<file path="src/rtl/mul_arb_pkg.sv">
// Shared types and helpers for the shared-multiplier arbiter.
// Round-robin pick lives here so the top keeps only the datapath glue.
package mul_arb_pkg;

  localparam int OP_W    = 3;
  localparam int RES_W   = 5;
  localparam int CNT_W   = 8;
  localparam int MAX_REQ = 4;
  localparam int IDX_W   = 2;

  typedef enum logic [1:0] {
    IDLE = 2'd0,
    CALC = 2'd1,
    RESP = 2'd2
  } state_e;

  typedef struct packed {
    logic             found;
    logic [IDX_W-1:0] idx;
  } pick_t;

  // Scan downward so the smallest offset from ptr wins.
  function automatic pick_t rr_pick(
    input logic [MAX_REQ-1:0] v,
    input logic [IDX_W-1:0]   ptr,
    input int                 n
  );
    pick_t p;
    int    j;
    p = '0;
    for (int k = MAX_REQ - 1; k >= 0; k--) begin
      if (k < n) begin
        j = (int'(ptr) + k) % n;
        if (v[j]) begin
          p.found = 1'b1;
          p.idx   = IDX_W'(j);
        end
      end
    end
    return p;
  endfunction

endpackage

</file>
<file path="src/rtl/mul_arbiter_mul.sv">
// 3-bit sign-magnitude multiplier datapath.
// Negative zero passes through unmodified.
module mul
  import mul_arb_pkg::*;
(
  input  logic [OP_W-1:0]  a,
  input  logic [OP_W-1:0]  b,
  output logic [RES_W-1:0] y
);

  logic [3:0] mag;

  assign mag = {2'b00, a[1:0]} * {2'b00, b[1:0]};
  assign y   = {a[2] ^ b[2], mag};

endmodule

</file>
<file path="src/rtl/mul_arbiter.sv">
// Round-robin arbiter sharing one mul among NUM_REQ requesters.
// IDLE -> CALC -> RESP, results returned over valid/ready.
module mul_arbiter
  import mul_arb_pkg::*;
#(
  parameter int NUM_REQ = 2
) (
  input  logic                    clk,
  input  logic                    rst_n,
  input  logic [NUM_REQ-1:0]      req_valid,
  output logic [NUM_REQ-1:0]      req_ready,
  input  logic [OP_W*NUM_REQ-1:0] req_a,
  input  logic [OP_W*NUM_REQ-1:0] req_b,
  output logic [NUM_REQ-1:0]      rsp_valid,
  input  logic [NUM_REQ-1:0]      rsp_ready,
  output logic [RES_W-1:0]        rsp_data,
  output logic                    busy,
  output logic [CNT_W-1:0]        op_count
);

  state_e             state_q, state_d;
  logic [IDX_W-1:0]   ptr_q, ptr_d;
  logic [IDX_W-1:0]   gnt_q, gnt_d;
  logic [OP_W-1:0]    op_a_q, op_a_d;
  logic [OP_W-1:0]    op_b_q, op_b_d;
  logic [RES_W-1:0]   res_q, res_d;
  logic [CNT_W-1:0]   cnt_q, cnt_d;

  logic [MAX_REQ-1:0] vpad;
  pick_t              pick;
  logic [NUM_REQ-1:0] pick_oh;
  logic [NUM_REQ-1:0] gnt_oh;
  logic [OP_W-1:0]    sel_a;
  logic [OP_W-1:0]    sel_b;
  logic [RES_W-1:0]   mul_y;
  logic               req_hs;
  logic               rsp_hs;
  logic [IDX_W-1:0]   ptr_nxt;

  always_comb begin
    vpad               = '0;
    vpad[NUM_REQ-1:0]  = req_valid;
    pick               = rr_pick(vpad, ptr_q, NUM_REQ);
  end

  always_comb begin
    pick_oh = '0;
    gnt_oh  = '0;
    sel_a   = '0;
    sel_b   = '0;
    for (int i = 0; i < NUM_REQ; i++) begin
      pick_oh[i] = pick.found && (pick.idx == IDX_W'(i));
      gnt_oh[i]  = (gnt_q == IDX_W'(i));
      if (pick_oh[i]) begin
        sel_a = req_a[OP_W*i +: OP_W];
        sel_b = req_b[OP_W*i +: OP_W];
      end
    end
  end

  // Grant depends only on req_valid/ptr, never on the response side.
  assign req_ready = (state_q == IDLE && rst_n) ? pick_oh : '0;
  assign rsp_valid = (state_q == RESP) ? gnt_oh : '0;
  assign rsp_data  = res_q;
  assign busy      = (state_q != IDLE);
  assign op_count  = cnt_q;

  assign req_hs  = |(req_valid & req_ready);
  assign rsp_hs  = (state_q == RESP) && |(rsp_ready & gnt_oh);
  assign ptr_nxt = (gnt_q == IDX_W'(NUM_REQ - 1)) ? '0 : gnt_q + 1'b1;

  mul u_mul (
    .a (op_a_q),
    .b (op_b_q),
    .y (mul_y)
  );

  always_comb begin
    state_d = state_q;
    ptr_d   = ptr_q;
    gnt_d   = gnt_q;
    op_a_d  = op_a_q;
    op_b_d  = op_b_q;
    res_d   = res_q;
    cnt_d   = cnt_q;
    unique case (state_q)
      IDLE: begin
        if (req_hs) begin
          op_a_d  = sel_a;
          op_b_d  = sel_b;
          gnt_d   = pick.idx;
          state_d = CALC;
        end
      end
      CALC: begin
        res_d   = mul_y;
        state_d = RESP;
      end
      RESP: begin
        if (rsp_hs) begin
          ptr_d   = ptr_nxt;
          cnt_d   = cnt_q + 1'b1;
          state_d = IDLE;
        end
      end
      default: state_d = IDLE;
    endcase
  end

  always_ff @(posedge clk or negedge rst_n) begin
    if (!rst_n) begin
      state_q <= IDLE;
      ptr_q   <= '0;
      gnt_q   <= '0;
      op_a_q  <= '0;
      op_b_q  <= '0;
      res_q   <= '0;
      cnt_q   <= '0;
    end else begin
      state_q <= state_d;
      ptr_q   <= ptr_d;
      gnt_q   <= gnt_d;
      op_a_q  <= op_a_d;
      op_b_q  <= op_b_d;
      res_q   <= res_d;
      cnt_q   <= cnt_d;
    end
  end

endmodule
</file>
<file path="config.mk">
export PLATFORM = sky130hd
export DESIGN_NAME = mul_arbiter
export DESIGN_NICKNAME = d
export VERILOG_FILES = /design/src/rtl/mul_arb_pkg.sv /design/src/rtl/mul_arbiter_mul.sv /design/src/rtl/mul_arbiter.sv
export SDC_FILE = /design/constraint.sdc
export NUM_CORES = 1
export LEC_CHECK = 0
export ABC_AREA = 1
export CORE_MARGIN = 1
export CORE_UTILIZATION = 46
export DETAILED_ROUTE_END_ITERATION = 12
export PLACE_DENSITY = 0.87
export SYNTH_ARGS = -nofsm -noshare
export SYNTH_HDL_FRONTEND = slang
export SYNTH_SLANG_ARGS = --single-unit
</file>
<file path="constraint.sdc">
create_clock -name clk -period 1.3 [get_ports clk]
set_input_delay 0.325 -clock clk [delete_from_list [all_inputs] [get_ports clk]]
set_output_delay 0.325 -clock clk [all_outputs]
set_load 0.005 [all_outputs]
</file>
=== Word-level counts from Yosys, hierarchy flattened ===
Cells that the tools add are included.

* Divide/modulo/power cells: 0
* Equality and inequality tests: 6
* Bitwise operators: 4
* $mul: 1
* Order comparisons: 2
* Reductions and logical operators: 13
* Multiplexer cells: 17
* Shift-type cells: 0
* Add/sub/neg operators: 3

{| class="wikitable"
|+ Operators by type and width
! cell !! number
|-
| $mux 3 || 6
|-
| $add 8x1->8 const B || 1
|-
| $mux 2 || 4
|-
| $eq 2x1->1 const B || 3
|-
| $logic_not 2->1 || 3
|-
| $pmux 2 s3 || 1
|-
| $reduce_and 2->1 || 3
|-
| $mux 1 || 5
|-
| $and 2x2->2 || 2
|-
| $logic_and 1x1->1 || 4
|-
| $lt 2x4->1 const B || 1
|-
| $mul 2x2->4 || 1
|-
| $ne 2x2->1 const B || 2
|-
| $reduce_or 2->1 || 2
|-
| $lt 1x3->1 const B || 1
|-
| $add 1x1->1 const B || 2
|-
| $bmux 1 s2 || 1
|-
| $eq 2x2->1 const B || 1
|-
| $reduce_bool 2->1 || 1
|-
| $and 1x1->1 const A || 1
|-
| $xor 1x1->1 || 1
|}

* Memories: 0
* Logic and storage cells: 53
* Memory bits (read-only): 0
* Memory bits (writable): 0
* Output and inout bits: 18
* Latch bits: 0
* Input port bits: 18
* Bits in registers: 24

=== Depth between registers and ports, before layout ===
* Word-level depth: 14
* Gate-level depth with buffers: 7

=== By module ===
A second synthesis with hierarchy kept.

* Cells, all modules: 159
* Area total of the unflattened synthesis: 1219.9 sq um

{| class="wikitable"
|+ Modules (own cells, without submodules)
! module !! cells an instance !! area an instance (sq um) !! times used
|-
| mul_arbiter || 144 || 1146.1 || 1
|-
| mul || 15 || 73.8 || 1
|}

=== Least setup slack after synthesis ===
No wires, ideal clock.

* Kind: flip-flop to flip-flop
* From: register op_b_q[1]
* To: register res_q[2] (netlist: rsp_data[2])
* Required time: 1183 ps
* Data arrival time: 998 ps
* Setup time: 117 ps
* Setup slack: 185 ps
* Stages on the path, launching flop included: 7
* Path through: dfrtp_1 nand2_1 inv_1 ha_1 ha_1 nand2_1 nand2_1

* Longest elaborated chain between the ends: 1

{| class="wikitable"
|+ RTL lines
! what !! RTL line !! RTL
|-
| start, declared || mul_arbiter.sv:25 || <nowiki>logic [OP_W-1:0] op_b_q, op_b_d;</nowiki>
|-
| start signal, assigned || mul_arbiter.sv:124 || <nowiki>op_b_q <= op_b_d;</nowiki>
|-
| $mul 2x2->4 || mul_arbiter_mul.sv:13 || <nowiki>assign mag = {2'b00, a[1:0]} * {2'b00, b[1:0]};</nowiki>
|-
| via mul_y[2] || mul_arbiter.sv:35 || <nowiki>logic [RES_W-1:0] mul_y;</nowiki>
|-
| end signal, assigned || mul_arbiter.sv:125 || <nowiki>res_q <= res_d;</nowiki>
|-
| end, declared || mul_arbiter.sv:26 || <nowiki>logic [RES_W-1:0] res_q, res_d;</nowiki>
|}

The timed path passes the listed nets, and every way through them passes these cells.
A chain may end at the register's enable or synchronous reset.

=== Worst setup path after layout ===
* From: register state_q[1]
* To: output req_ready[1]

* Longest elaborated chain between the ends: 3

{| class="wikitable"
|+ RTL lines
! what !! RTL line !! RTL
|-
| start, declared || mul_arbiter.sv:21 || <nowiki>state_e state_q, state_d;</nowiki>
|-
| start signal, assigned || mul_arbiter.sv:120 || <nowiki>state_q <= state_d;</nowiki>
|-
| $logic_not 2->1 || mul_arbiter.sv:62 || <nowiki>assign req_ready = (state_q == IDLE && rst_n) ? pick_oh : '0;</nowiki>
|-
| $logic_and 1x1->1 || mul_arbiter.sv:62 ||
|-
| $mux 2 || mul_arbiter.sv:62 ||
|-
| end, declared || mul_arbiter.sv:11 || <nowiki>output logic [NUM_REQ-1:0] req_ready,</nowiki>
|}

No other way between the ends.

==> impl_metrics.toml <==
[run_status]
status = "finished with violations"
violations = "setup timing"

[floorplan]
core-area_um2 = 2480
fp.dieArea_um2 = 2810
io_pins = 36
fp.dieW_um = 53.0
std_cell_rows = 18
start_util_pct = 48.3
die_h_um = 53.0

[clock_tree]
clockBufferDepth = 2
insertion_delay_ns = 0.31
cts-root-buf = "clkbuf_4"
clock_sinks = 23
htree_levels = 1
tritoncts = "yes"
cts_buffers = 3
clk_pin_slew_worst_paths_ns = 0.14
hold_buffers = 0

[placed_design]
dp_hpwl_mm = 2.15
finalWeightedCongestion = 0.791
portBuffers = 35

[yosys]
synth-main-ff-cell = "dfrtp_1"
post-synth-top-count-cell = "nand2_1"
ys_ff_latch = 23
syn-num-nets = 184
synth_warnings = 0
yosys-top-cells-count = "nand2_1 (93), dfrtp_1 (23), inv_1 (13)"
synth_area_um2 = 1200
synth_top_cells_by_area = "dfrtp_1 (48%), nand2_1 (29%), inv_1 (4.1%)"
synth_edf_count = 0
synth_top_area_share_pct = 48.1
synth_cell_types = 17
synth.avg_cell_area_um2 = 7.35
postSynthCellCount = 163
async_flop_share_pct = 100
yosysSeqAreaShare_pct = 48.1
synth_top_area_cell = "dfrtp_1"

[sta]
period_needed_ns = 1.61
setup_viol = 20
rsz0062_at_grt = "yes"
fin_crit_sh_pct = 124
slew_viol_final = 0
fin_ws_ns = -0.306
max_slew.worst_pin.slew_ns = 0.297
timing_hold_violations_final = 0
relSlewSlack_pct = 80.2
max_freq_ghz = 0.623
finalClockSkew_ns = 0.00926
timing.hold.ws_ns = 0.181

[detailed_routing]
drtAntennaViolNets = 0
drtIter0Drc = 58
dr.pass1.iters = 4
num_vias = 1357
wl_per_cell_um = 13.9
via_per_inst = 5.06
route.detailed.drc = 0
wl_mm = 3.73

[critical_path]
path_max_fanout = 2
worst-setup-path-type = "reg2out"
slowest_stage = "dfrtp_1"
crit_chain = "inv_2 -> nand3_4 -> buf_6 -> nor2_4 -> buf_2"
arrival_ns = 1.28
cp_slowest_stage_delay_ns = 0.43
worstPathRequired_ns = 0.98
start_kind = "flop"
end_kind = "output pin"

[global_route]
grt-ovfl-total = 0
antenna_found_initial = 0
grt_pass1_vias = 1146
grt_pass1_wl_mm = 4.77
grt_usage_pct = 22.8
grt_max_degree = 24

[power]
ir_drop_mv = 1.32
p_leak_nw = 1.09
powerDensity_nw_per_um2 = 1730
total_power_mw = 3.47

[run]
cap_violations = 0

[min_path]
hold_path_class = "in2async"

[final_layout]
synthToLayoutAreaGrowth_pct = 67.8
ff_latch_area_um2 = 576
num_antenna_cells = 0
multi_input_area_um2 = 679
fill_cells = 150
nNetsFinal = 260
drive_above_1_share_pct = 30.3
-- where the power goes --
| part | leakage, nW | switching (mW) | internal [mW] | total [mW] |
|---|---|---|---|---|
| Clock | 0.0150 | 0.223 | 0.120 | 0.343 |
| Combinational | 0.772 | 0.988 | 0.970 | 1.96 |
| Sequential | 0.302 | 0.206 | 0.967 | 1.17 |
-- kinds of logic (layout without fill, tap and decap cells) --
| family | count (synthesis) | in the layout | share of synthesized area, % |
|---|---|---|---|
| flops | 23 | 23 | 48.1 |
| xor+xnor | 5 | 5 | 3.66 |
| compound gates | 8 | 8 | 5.02 |
| buf+inv | 14 | 89 | 4.60 |
| simple gates | 110 | 110 | 35.5 |
| fa+ha+maj | 3 | 3 | 3.14 |
-- cell type report --
class	count	share of cell area, %
clock buffer	4	1.31
inverter	14	2.99
multi-input combinational	126	33.8
sequential	23	28.6
tap	30	1.87
timing repair buffer	70	31.0
timing repair inverter	1	0.374
-- what timing repair did --
item / 4_1_cts / 5_1_grt
gates resized for setup: 49 / 38
gates cloned: 0 / 1
setup endpoints to repair: 18 / 25
setup buffers: 6 / 6
pin swaps: 5 / 12
-- worst max-delay path, delay by kind of cell, from the launching register on --
kind                   cells  cell delay [ns]
buffers and inverters      3             0.36
flip-flops                 1             0.43
AND/OR/NAND/NOR            2             0.19
-- worst paths after layout --
check,from,to,slack [ns],cells after the start
max reg2reg,ptr_q[0]$_DFFE_PN0P_,op_b_q[0]$_DFFE_PN0P_,-0.19,8
max in group asynchronous,rst_n,op_a_q[0]$_DFFE_PN0P_,0.89,2
min reg2reg,rsp_data[3]$_DFFE_PN0N_,rsp_data[3]$_DFFE_PN0N_,0.50,2
max,state_q[1]$_DFFE_PN0P_,req_ready[1],-0.31,5
min in group clk,rsp_data[3]$_DFFE_PN0N_,rsp_data[3]$_DFFE_PN0N_,0.50,2
min,rst_n,op_b_q[2]$_DFFE_PN0P_,0.18,2
-- registers in the layout, indices dropped and copies added, names as in the netlist --
| signal | cells |
|---|---|
| op_count | 8 |
| rsp_data | 5 |
| op_a_q | 3 |
| op_b_q | 3 |
| state_q | 2 |
| gnt_q | 1 |
| ptr_q | 1 |
-- metrics by stage --
step                      setup TNS (ns)  cell area, um2  worst slack [ns]  cells  util, %
after detailed placement           -5.70            1760            -0.688    251     71.0
final                              -2.66            2010            -0.306    268     81.1
after floorplan                        0            1200             0.185    163        -
after global placement             -5.10            1760            -0.658    251     71.0
after global routing               -3.44            2010            -0.343    268     81.1
after CTS                          -1.20            1860            -0.272    261     75.2
-- metal layers --
metal  share of wire (%)  vias to the layer above  global-route usage, %  wire, um
met1                  39                      637                   31.2      1470
met4                 1.1                        0                   4.82        42
li1                    -                      648                      -         -
met2                  54                       62                   39.2      2010
met5                   0                        -                      0         0
met3                 5.5                       10                   1.44       205
-- cells in the final DEF, fill, tap and decap left out, types with 2 or more instances in the layout --
cell / instances
buf_2: 2
inv_1: 9
nor2_1: 5
clkbuf_2: 3
nand2_4: 4
o21ai_0: 2
buf_4: 28
clkdlybuf4s50_1: 14
clkdlybuf4s15_1: 13
nand2_1: 82
a21oi_4: 2
nand3_1: 5
dlygate4sd2_1: 2
xor2_1: 2
dfrtp_1: 23
nand2_2: 8
nor2_4: 4
xnor2_1: 3
ha_1: 3
clkbuf_4: 3
inv_2: 4
buf_6: 6
o21ai_2: 2
Note: power is estimated with default switching activity, not from simulation.
